### src/rtl/sha256_seq_ctrl.sv
// Load/hash/unload sequencer for a byte-serial SHA-256 core: shifts one pre-padded block in,
// starts the core under a watchdog, then streams the digest out over valid/ready.
module sha256_seq_ctrl #(
    parameter int unsigned MSG_BYTES = 64,
    parameter int unsigned DIG_BYTES = 32,
    parameter int unsigned TIMEOUT   = 1024
) (
    input  logic       clk_i,
    input  logic       rst_ni,
    input  logic       ena_i,
    input  logic       abort_i,
    input  logic       in_valid_i,
    input  logic [7:0] in_data_i,
    output logic       in_ready_o,
    output logic       out_valid_o,
    output logic [7:0] out_data_o,
    input  logic       out_ready_i,
    output logic       core_clear_o,
    output logic       core_load_o,
    output logic [7:0] core_din_o,
    output logic       core_start_o,
    input  logic       core_done_i,
    input  logic [7:0] core_dout_i,
    output logic       core_unload_o,
    output logic       busy_o,
    output logic       done_o,
    output logic       err_o
);

    localparam int unsigned CntW = $clog2(MSG_BYTES + 1);
    localparam int unsigned TmoW = $clog2(TIMEOUT + 1);

    localparam logic [CntW-1:0] LastMsg = CntW'(MSG_BYTES - 1);
    localparam logic [CntW-1:0] LastDig = CntW'(DIG_BYTES - 1);
    // The watchdog fires on the HASH cycle whose increment would reach TIMEOUT-1.
    localparam logic [TmoW-1:0] TmoLast = TmoW'(TIMEOUT - 2);

    typedef enum logic [2:0] {
        StIdle,
        StLoad,
        StStart,
        StHash,
        StUnload
    } state_e;

    state_e          state_q, state_d;
    logic [CntW-1:0] byte_cnt_q, byte_cnt_d;
    logic [TmoW-1:0] tmo_cnt_q, tmo_cnt_d;
    logic            err_q, err_d;
    logic            done_q, done_d;

    always_comb begin
        state_d      = state_q;
        byte_cnt_d   = byte_cnt_q;
        tmo_cnt_d    = tmo_cnt_q;
        err_d        = err_q;
        done_d       = 1'b0;
        core_clear_o = 1'b0;
        core_start_o = 1'b0;
        in_ready_o   = 1'b0;
        out_valid_o  = 1'b0;

        unique case (state_q)
            StIdle: begin
                if (ena_i) begin
                    state_d      = StLoad;
                    core_clear_o = 1'b1;
                    err_d        = 1'b0;
                    byte_cnt_d   = '0;
                end
            end
            StLoad: begin
                in_ready_o = 1'b1;
                if (in_valid_i) begin
                    if (byte_cnt_q == LastMsg) begin
                        state_d    = StStart;
                        byte_cnt_d = '0;
                    end else begin
                        byte_cnt_d = byte_cnt_q + 1'b1;
                    end
                end
            end
            StStart: begin
                core_start_o = 1'b1;
                tmo_cnt_d    = '0;
                state_d      = StHash;
            end
            StHash: begin
                // A done arriving on the expiry cycle still counts as success.
                if (core_done_i) begin
                    state_d    = StUnload;
                    byte_cnt_d = '0;
                end else if (tmo_cnt_q == TmoLast) begin
                    err_d     = 1'b1;
                    state_d   = StIdle;
                    tmo_cnt_d = '0;
                end else begin
                    tmo_cnt_d = tmo_cnt_q + 1'b1;
                end
            end
            StUnload: begin
                out_valid_o = 1'b1;
                if (out_ready_i) begin
                    if (byte_cnt_q == LastDig) begin
                        done_d     = 1'b1;
                        state_d    = StIdle;
                        byte_cnt_d = '0;
                    end else begin
                        byte_cnt_d = byte_cnt_q + 1'b1;
                    end
                end
            end
            default: state_d = StIdle;
        endcase

        if (abort_i) begin
            state_d      = StIdle;
            byte_cnt_d   = '0;
            tmo_cnt_d    = '0;
            done_d       = 1'b0;
            err_d        = err_q;
            core_start_o = 1'b0;
            core_clear_o = (state_q != StIdle);
        end
    end

    always_ff @(posedge clk_i or negedge rst_ni) begin
        if (!rst_ni) begin
            state_q    <= StIdle;
            byte_cnt_q <= '0;
            tmo_cnt_q  <= '0;
            err_q      <= 1'b0;
            done_q     <= 1'b0;
        end else begin
            state_q    <= state_d;
            byte_cnt_q <= byte_cnt_d;
            tmo_cnt_q  <= tmo_cnt_d;
            err_q      <= err_d;
            done_q     <= done_d;
        end
    end

    // Data paths are gated so every output idles at zero outside its phase.
    assign core_load_o   = in_valid_i & in_ready_o;
    assign core_din_o    = in_ready_o ? in_data_i : 8'h00;
    assign out_data_o    = out_valid_o ? core_dout_i : 8'h00;
    assign core_unload_o = out_valid_o & out_ready_i;
    assign busy_o        = (state_q != StIdle);
    assign done_o        = done_q;
    assign err_o         = err_q;

endmodule

### config.mk
export PLATFORM = sky130hd
export DESIGN_NAME = sha256_seq_ctrl
export DESIGN_NICKNAME = d
export VERILOG_FILES = /design/src/rtl/sha256_seq_ctrl.sv
export SDC_FILE = /design/constraint.sdc
export NUM_CORES = 1
export LEC_CHECK = 0
export BUFFER_PORTS_ARGS = -buffer_cell sky130_fd_sc_hd__buf_2
export CORE_MARGIN = 4
export CORE_UTILIZATION = 45
export CTS_CLUSTER_SIZE = 30
export DETAILED_ROUTE_END_ITERATION = 6
export GPL_TIMING_DRIVEN = 0
export PLACE_DENSITY = 0.72
export SLEW_MARGIN = 25
export SYNTH_ARGS = -nofsm -noshare
export SYNTH_HDL_FRONTEND = slang
export SYNTH_SLANG_ARGS = --single-unit
### constraint.sdc
create_clock -name clk_i -period 2.5 [get_ports clk_i]
set_clock_uncertainty 0.2 [all_clocks]
set_input_delay 0.125 -clock clk_i [delete_from_list [all_inputs] [get_ports clk_i]]
set_output_delay 0.125 -clock clk_i [all_outputs]
set_load 0.005 [all_outputs]
Yosys cells after proc, flatten, opt, wreduce, memory -nomap -nowiden
Index checks and enable logic that the tools add are counted.
- register bits after elaboration: 23
- bits of input ports: 23
- output and inout port bits: 25
- logic and storage cells: 75
- $add $sub $neg: 2
- equality and inequality tests: 18
- multiplexer cells: 38
- bitwise gates (word level): 3
- reductions and logical operators: 9
- operators by type and width (kind ; count):
    7-bit 2-to-1 mux ; 7
    11-bit 2-to-1 mux ; 3
    7-bit one-hot mux with 4 select lines ; 1
    3-bit 2-to-1 mux ; 8
    11-bit one-hot mux with 2 select lines ; 1
    3-bit != test (second input constant) ; 7
    8-bit 2-to-1 mux ; 2
    3-bit one-hot mux with 5 select lines ; 1
    1-bit 2-to-1 mux ; 14
    11-bit by 1-bit adder with 11-bit output (second input constant) ; 1
    11-bit by 10-bit == test with 1-bit output (second input constant) ; 1
    5-bit AND reduction ; 2
    7-bit by 1-bit adder with 7-bit output (second input constant) ; 1
    7-bit by 5-bit == test with 1-bit output (second input constant) ; 1
    7-bit by 6-bit == test with 1-bit output (second input constant) ; 1
    3-bit by 2-bit == test with 1-bit output (second input constant) ; 2
    2-bit != test (second input constant) ; 3
    6-bit AND reduction ; 1
    3-bit nonzero test ; 2
    5-bit nonzero test ; 1
    4-bit != test (second input constant) ; 1
    3-bit by 1-bit == test with 1-bit output (second input constant) ; 1
    3-bit == test (second input constant) ; 1
    3-bit logical NOT ; 1
    5 further kinds ; 6

Depth between registers and ports, before layout
Gate-level depths: netlist (run 1).
- depth in word-level cells: 5
- depth in mapped cells: 7

Worst setup path before layout (run 1)
Ideal clock, no wire load.
- kind: register to register
- start: register state_q[1]
- end: register byte_cnt_q[4]
- setup time: 0.078 ns
- arrival time: 1.648 ns
- data required time: 2.222 ns
- slack: 0.574 ns
- stages on the path, launching flop included: 7
- path buffers: 1
- period minus slack after synthesis: 1.926 ns
- cell sequence: dfrtp_1 buf_6 or3b_4 clkinv_2 nor2_1 or4b_1 a21oi_1
- word-level cells in the longest chain between the ends: 3
- elaborated cells between the ends (all ways): 12
- those cells by class: 7 x eq/ne; 2 x mux; 3 x reduce/logical
- ends and longest elaborated chain (element ; RTL line ; RTL):
    from (decl) ; 46 ; state_e state_q, state_d;
    from (signal assigned) ; 129 ; state_q <= StIdle;
    from (signal assigned) ; 135 ; state_q <= state_d;
    3-bit by 2-bit == test with 1-bit output, or another cell as far along ; 63 ; unique case (state_q)
    3-bit != test (no line), or another cell as far along ; -- ;
    5-bit AND reduction (no line) / 7-bit 2-to-1 mux (equally long branches) ; -- ;
    to (signal assigned) ; 136 ; byte_cnt_q <= byte_cnt_d;
    to (decl) ; 47 ; logic [CntW-1:0] byte_cnt_q, byte_cnt_d;
Parallel ways exist; a longest one is shown, timed or not.
A chain may end at the register's enable or synchronous reset.

Worst setup path after layout (run 1)
- start: register state_q[1]
- end: output out_data_o[5]
- word-level cells in the longest chain between the ends: 3
- ends and longest elaborated chain (element ; RTL line ; RTL):
    3-bit == test ; 63 ;
    1-bit 2-to-1 mux ; 63 ;
    8-bit 2-to-1 mux ; 146 ; assign out_data_o = out_valid_o ? core_dout_i : 8'h00;
    to (decl) ; 16 ; output logic [7:0] out_data_o,
No other way between the ends.

==> summary.md, run 1 <==
| Metric | Value |
|---|---|
| Max Slew Vio Count | 0 |
| Placed Cells | 287 |
| # resized after CTS | 0 |
| Asr flop ratio synth | 100% |
| Share of layout cells above drive strength 1 | around a quarter |
| Max cap viols | 0 |
| Final period utilization | around 90% |
| Setup crit start kind | flip-flop |
| Slew @ Worst Pin | roughly 650 ps |
| Via count | between 1500 and 2000 |
| 1st-iter DRT viols | 62 |
| Reg2reg setup slack | 410 ps |
| Reg2reg path depth | 4 |
| Slew headroom | 56.8% |
| Gpl congestion | about 0.80 |
| Place WS | between 400 and 500 ps |
| Chip width | 68.4 µm |
| Status | finished clean |
| # DRC | 0 |
| Core area | 0.00344 mm² |
| Fin Hold WS | about 17 ps |
| Row cnt | 21 |
| Num CTS Buffers | 3 |
| RSZ-0062 raised after global routing | no |
| Largest net degree at the start of global routing | 24 |
| ANT nets after route | 0 |
| Io pins | between 40 and 50 |
| Largest area contributor in the netlist | dfrtp_1 |
| Critical R2R Launch | state_q[2]$_DFFE_PN0P_ |
| Syn Inst Count | around 200 |
| Max Root-Sink Buffers | 2 |
| Final WS setup | ~290 ps |
| Final hold violations | 0 |
| CP required | about 2200 ps |
| Die area | 0.00468 mm² |
| First-pass GRT wire length | 6.57 mm |
| Synth area leaders | dfrtp_1, and2_1, a21oi_1, nand2_1, nand3_1 |
| WP data arrival | between 1500 and 2000 ps |
| Setup Buffers After CTS | 0 |
| Clk slew on worst S/H paths | 90 ps |
| CP Capture Type | primary output |
| Post-synth EDFFs | 0 |
| Share of the synthesized area in the top cell type | a little over a third |
| Ys flop type | dfrtp_1 |
| Post-synthesis sequential area ratio | a little over a third |
| RR Endpoint | byte_cnt_q[5]$_DFFE_PN0P_ |
| Min-delay src | in_valid_i |
| Port bufs | 46 |
| Fmax | 452 MHz |
| Grt met2 use | between 20% and 30% |
| Max VDD drop | ~0.00024 V |
| Met3 usage | 2.46% |
| Fin nets | 274 |
| Worst-path maximum fanout | 10 |
| Initial antenna violation count | 0 |
| Routed wire length per instance | about 14 µm |
| N_diodes | 0 |
| Busiest grt layer | met2 |
| Gr usage total | roughly 18% |
| Syn avg cell area | 8.42 µm² |
| CTS H-Tree Depth | 1 |
| Pre-Repair DR Iteration Count | 4 |
| Die height | between 60 and 70 µm |
| Final setup viols | 0 |
| HPWL Detailed | a little under 3 mm |
| Vias in the first global route | approximately 1400 |
| Hold Path Sink | state_q[0]$_DFFE_PN0P_ |
| Hold/Removal Path Class | in2reg |
| #FFs+latches synth | 23 |
| DR vias/cell | 5.62 |
| Fin crit period | ~2200 ps |
| Starting density of the core | ~48% |
| Num Clock Sinks | 23 |
| Worst Hold Depth | 4 |
| Cell Pwr Density | ~550 mW/mm² |
| Yosys warning total | 0 |
| Synthesized net count | 221 |
| Area Overhead vs Synth | 21.6% |
| M1 GR Usage | between 20% and 30% |
| Synth Cell Area | 0.00164 mm² |
| Kind of critical path | reg2out |
| Setup_tns | 0 ps |
| Gr ovfl total | 0 |
| Final core utilization | approximately 58% |
| CTS tree | built |
| Clk_lat worst skew | between 200 and 300 ps |
| Final WL | slightly below 4 mm |
| Yosys cell types | 50 |
| Finished Layout Cells | about 290 |
| Leak pwr | 0.915 nW |
| Clock Tree Root | clkbuf_8 |
cell families after synthesis:
kind of cell | after synthesis | synth area share, %
AO/OA/AOI/OAI | 52 | 21.5
adder cells (fa/ha/maj) | 3 | 2.29
buffers and inverters | 23 | 6.25
flip-flops | 23 | 35.1
multiplexers | 3 | 1.91
AND/OR/NAND/NOR | 91 | 33.0
power breakdown:
part | internal, mW | switching [mW] | total [mW] | leakage (nW)
clock | 0.112 | 0.131 | 0.243 | 0.0255
sequential | 0.392 | 0.0251 | 0.417 | 0.318
combinational | 0.207 | 0.238 | 0.444 | 0.571
total | 0.710 | 0.394 | 1.10 | 0.915
stage by stage:
| step | power, mW | instance area (µm²) |
|---|---|---|
| after floorplan | 0.719 | 1640 |
| after global placement | 0.865 | 1930 |
| after detailed placement | 0.867 | 1930 |
| after CTS | 1.12 | 2000 |
| after global routing | 1.19 | 2000 |
| final | 1.10 | 2000 |
critical path, stage by stage (launching register included):
cell and delay (ps):
dfrtp_1 430, buf_6 160, or3b_4 430, clkinv_2 70, clkbuf_1 260, and2_1 170, buf_2 110
flip-flops by register name (all words and copies together), names as in the netlist:
name / count
byte_cnt_q: 7
done_o: 1
err_o: 1
state_q: 3
tmo_cnt_q: 11
how the worst max path moves through the flow:
| stage | startpoint | to | slack (ps) | cells after the start |
|---|---|---|---|---|
| 5_1_grt | state_q[1]$_DFFE_PN0P_ | core_clear_o | 170 | 6 |
| 3_5_place_dp | state_q[1]$_DFFE_PN0P_ | byte_cnt_q[2]$_DFFE_PN0P_ | 450 | 6 |
| 4_1_cts | state_q[1]$_DFFE_PN0P_ | out_data_o[5] | 250 | 6 |
| 2_1_floorplan | state_q[1]$_DFFE_PN0P_ | byte_cnt_q[4]$_DFFE_PN0P_ | 570 | 6 |
| 3_3_place_gp | state_q[2]$_DFFE_PN0P_ | byte_cnt_q[5]$_DFFE_PN0P_ | 420 | 4 |
| 6_report | state_q[1]$_DFFE_PN0P_ | out_data_o[5] | 290 | 6 |
synth_stat cells (2+ instances only):
master,n
nand3_1,12
clkbuf_1,5
o31ai_1,4
nor3_1,2
o21ai_0,10
nand2_1,18
and4b_1,2
mux2i_1,2
a31oi_1,4
nand4b_1,2
and2_1,18
dfrtp_1,23
o211ai_1,4
nor3b_1,2
a21oi_1,14
or3b_4,2
nor4b_1,2
or4_1,4
a21boi_0,2
and3_1,2
inv_1,10
or3_1,3
o221ai_1,2
buf_2,4
ha_1,3
nor2_1,11
and4_1,2
a21o_1,3
or4b_1,2
final cells by class:
cell class,count,area (µm²)
inverter,12,48.8
buffer,11,53.8
sequential,23,576
clock inverter,1,5.00
fill,318,1450
multi-input combinational,149,963
tap,46,57.6
timing repair buffer,48,250
clock buffer,3,41.3
cells in the final DEF, fill, tap and decap left out, drive strengths merged, types with 2 or more instances in the layout:
master and count:
dlygate4sd3 2, clkbuf 8, nor4b 2, nand2 18, nor3b 2, a21o 3
dfrtp 23, or3b 2, o21ai 10, o211ai 4, a21boi 2, and2 18
ha 3, clkinv 2, a21oi 14, mux2i 2, or4b 2, or4 4
nor3 2, nand4b 2, nor2 11, o31ai 4, and4 2, inv 11
buf 52, and4b 2, and3 2, or3 3, nand3 12, o221ai 2
a31oi 4
repair_timing:
action,4_1_cts,5_1_grt
hold buffers,2,0
setup endpoints to repair,0,0
hold endpoints to repair,24,0
layer usage:
layer	part of all wire, %	vias up
met5	0	-
met4	1.7	0
met3	7.4	5
met2	44	47
met1	47	779
li1	-	817
Note: power is estimated with default switching activity, not from simulation.
==> run 2: changes to the inputs <==
==> config.mk (replaced) <==
export PLATFORM = sky130hd
export DESIGN_NAME = sha256_seq_ctrl
export DESIGN_NICKNAME = d
export VERILOG_FILES = /design/src/rtl/sha256_seq_ctrl.sv
export SDC_FILE = /design/constraint.sdc
export NUM_CORES = 1
export LEC_CHECK = 0
export BUFFER_PORTS_ARGS = -buffer_cell sky130_fd_sc_hd__buf_4
export CORE_MARGIN = 4
export CORE_UTILIZATION = 45
export CTS_CLUSTER_SIZE = 30
export DETAILED_ROUTE_END_ITERATION = 6
export GPL_TIMING_DRIVEN = 1
export PLACE_DENSITY = 0.72
export SLEW_MARGIN = 20
export SYNTH_ARGS = -nofsm -noshare
export SYNTH_HDL_FRONTEND = slang
export SYNTH_SLANG_ARGS = --single-unit
==> run 2 against run 1 <==
Against the previous run: non-clock buffer count down 7; sequential power up 5.8%; sequential share of layout area down 1.3 points; power up 4.4%; global-route usage up 0.096 points; worst hold slack better by 7.5 ps; combinational power up 5.6%; largest power group unchanged; register-to-register slack worse by 150 ps.
==> summary.md, run 2 (synthesized netlist as in run 1, its figures left out) <==
| Metric | Value |
|---|---|
| DR vias/cell | 5.70 (+1.4%) |
| Chip width | 68.4 µm (unchanged) |
| Slew headroom | 59.8% (+3.0 points) |
| CP required | 2460 ps (+290 ps) |
| Gr usage total | 18.5% (+0.096 points) |
| Status | finished clean |
| Via count | 1631 (-1.0%) |
| Clock Tree Root | clkbuf_8 |
| Largest regs | tmo_cnt_q x11, byte_cnt_q x7, state_q x3 |
| # DRC | 0 (unchanged) |
| Row cnt | 21 (unchanged) |
| Multi-input gate area | 963 µm² (unchanged) |
| Fillers | 321 (+0.94%) |
| Max VDD drop | 0.000385 V (+58%) |
| First-pass GRT wire length | 6.69 mm (+1.8%) |
| Slew @ Worst Pin | 602 ps (-45.4 ps) |
| Kind of critical path | reg2reg |
| Clk slew on worst S/H paths | 90 ps (about the same) |
| Worst-path maximum fanout | 16 (+6) |
| Cell Chain, Critical Path | mux2_2 > a2111oi_2 > a2111o_1 > nand3_1 |
| Core area | 0.00344 mm² (unchanged) |
| Final WL | 4.09 mm (+3.5%) |
| Area Overhead vs Synth | 27.3% |
| Io pins | 48 (unchanged) |
| Max reg flops | 11 (unchanged) |
| Largest net degree at the start of global routing | 24 (unchanged) |
| Max Slew Vio Count | 0 (unchanged) |
| Starting density of the core | 47.7% (unchanged) |
| CTS tree | built |
| Cell Pwr Density | 552 mW/mm² (-0.25%) |
| Hold/Removal Path Class | in2reg |
| HPWL Detailed | 3.02 mm (+1.4%) |
| Die area | 0.00468 mm² (unchanged) |
| N_diodes | 0 (unchanged) |
| Commonest non-fill, non-tap cells in the layout | buf_4, dfrtp_1, nand2_1, and2_1, a21oi_1 |
| Share of layout cells above drive strength 1 | 26.3% (-0.066 points) |
| Final hold violations | 0 (unchanged) |
| Fin crit period | 2240 ps (+30.1 ps) |
| WP data arrival | 2200 ps (+310 ps) |
| Port bufs | 47 (+2.2%) |
| Pre-Repair DR Iteration Count | 4 (unchanged) |
| Final period utilization | 89.7% (+1.2 points) |
| Max Root-Sink Buffers | 2 (unchanged) |
| Setup_tns | 0 ps (unchanged) |
| Fmax | 446 MHz (-1.3%) |
| 1st-iter DRT viols | 101 (+63%) |
| Fin nets | 267 (-2.6%) |
| Clk_lat worst skew | 270 ps (about the same) |
| Commonest non-fill, non-tap cell in the layout | buf_4 |
| Fin Hold WS | 24.1 ps (+7.50 ps) |
| Initial antenna violation count | 0 (unchanged) |
| Routed wire length per instance | 14.3 µm (+6.0%) |
| # resized after CTS | 0 (unchanged) |
| Num CTS Buffers | 3 (unchanged) |
| RSZ-0062 raised after global routing | no |
| CP Capture Type | flip-flop |
| Slowest stage cell, crit path | a2111oi_2 |
| Setup crit start kind | flip-flop |
| Gr ovfl total | 0 (unchanged) |
| Vias in the first global route | 1444 (+0.069%) |
| Top reg by flops | tmo_cnt_q |
| CTS H-Tree Depth | 1 (unchanged) |
| Gpl congestion | 0.833 (+4.6%) |
| Max cap viols | 0 (unchanged) |
| Register area | 576 µm² (unchanged) |
| Die height | 68.4 µm (unchanged) |
| ANT nets after route | 0 (unchanged) |
| Num Clock Sinks | 23 (unchanged) |
| Crit path largest cell delay | 630 ps (+200 ps) |
| Leak pwr | 0.923 nW (+0.87%) |
| Final setup viols | 0 (unchanged) |
==> run 2: cell count changes in the layout (fill, tap and decap cells not counted), sizes merged <==
cell	delta
dlygate4sd3	+1
buf	-3
clkbuf	-5
==> run 2: stage by stage <==
stage          setup WS, ps  power, mW  cell area, µm²  std cells  util [%]
2_1_floorplan           574      0.719            1640        195         -
3_3_place_gp            361      0.911            2010        279      58.5
3_5_place_dp            312      0.912            2010        279      58.5
4_1_cts                 292       1.16            2090        286      60.7
5_1_grt                 182       1.24            2090        286      60.7
6_report                257       1.15            2090        286      60.7
==> run 2: worst max-delay path, delay by kind of cell, from the launching register on <==
kind,cells,cell delay [ps]
DFF,1,620
muxes,1,430
AOI/OAI and AO/OA,2,810
and+or+nand+nor,1,70
==> run 2: layer usage <==
layer	GRT usage, %	vias up	share of wire, %
met5	0	-	0
met4	6.95	0	2.0
met3	2.96	7	9.5
met2	29.3	71	42
met1	25.2	751	46
li1	-	802	-
==> run 2: worst paths after layout <==
path | start | end | slack [ps] | depth (start not counted)
setup / recovery | state_q[2]$_DFFE_PN0P_ | byte_cnt_q[3]$_DFFE_PN0P_ | 260 | 4
hold / removal | in_valid_i | state_q[0]$_DFFE_PN0P_ | 20 | 4
setup reg to reg | state_q[2]$_DFFE_PN0P_ | byte_cnt_q[3]$_DFFE_PN0P_ | 260 | 4
hold reg to reg | tmo_cnt_q[8]$_DFFE_PN0P_ | tmo_cnt_q[8]$_DFFE_PN0P_ | 320 | 1
max in group asynchronous | rst_ni | byte_cnt_q[5]$_DFFE_PN0P_ | 1750 | 2
min in group asynchronous | rst_ni | byte_cnt_q[1]$_DFFE_PN0P_ | 110 | 2
==> run 2: layout make-up <==
| type | instances | area share (%) |
|---|---|---|
| inverters | 12 | 2.34 |
| multi-input cells | 149 | 46.1 |
| clock buffers | 3 | 1.98 |
| clock inverters | 1 | 0.240 |
| flip-flops and latches | 23 | 27.5 |
| repair buffers | 52 | 19.0 |
| well taps | 46 | 2.75 |
==> run 2: report_power, final <==
group          switching, mW  leakage, nW  internal, mW
clock network          0.132       0.0255         0.112
logic                  0.224        0.579         0.245
registers             0.0496        0.318         0.391
total                  0.405        0.923         0.748
==> run 2: what timing repair did <==
action | CTS | global route
setup buffers | 0 | 0
hold endpoints to repair | 30 | 0
hold buffers | 3 | 0
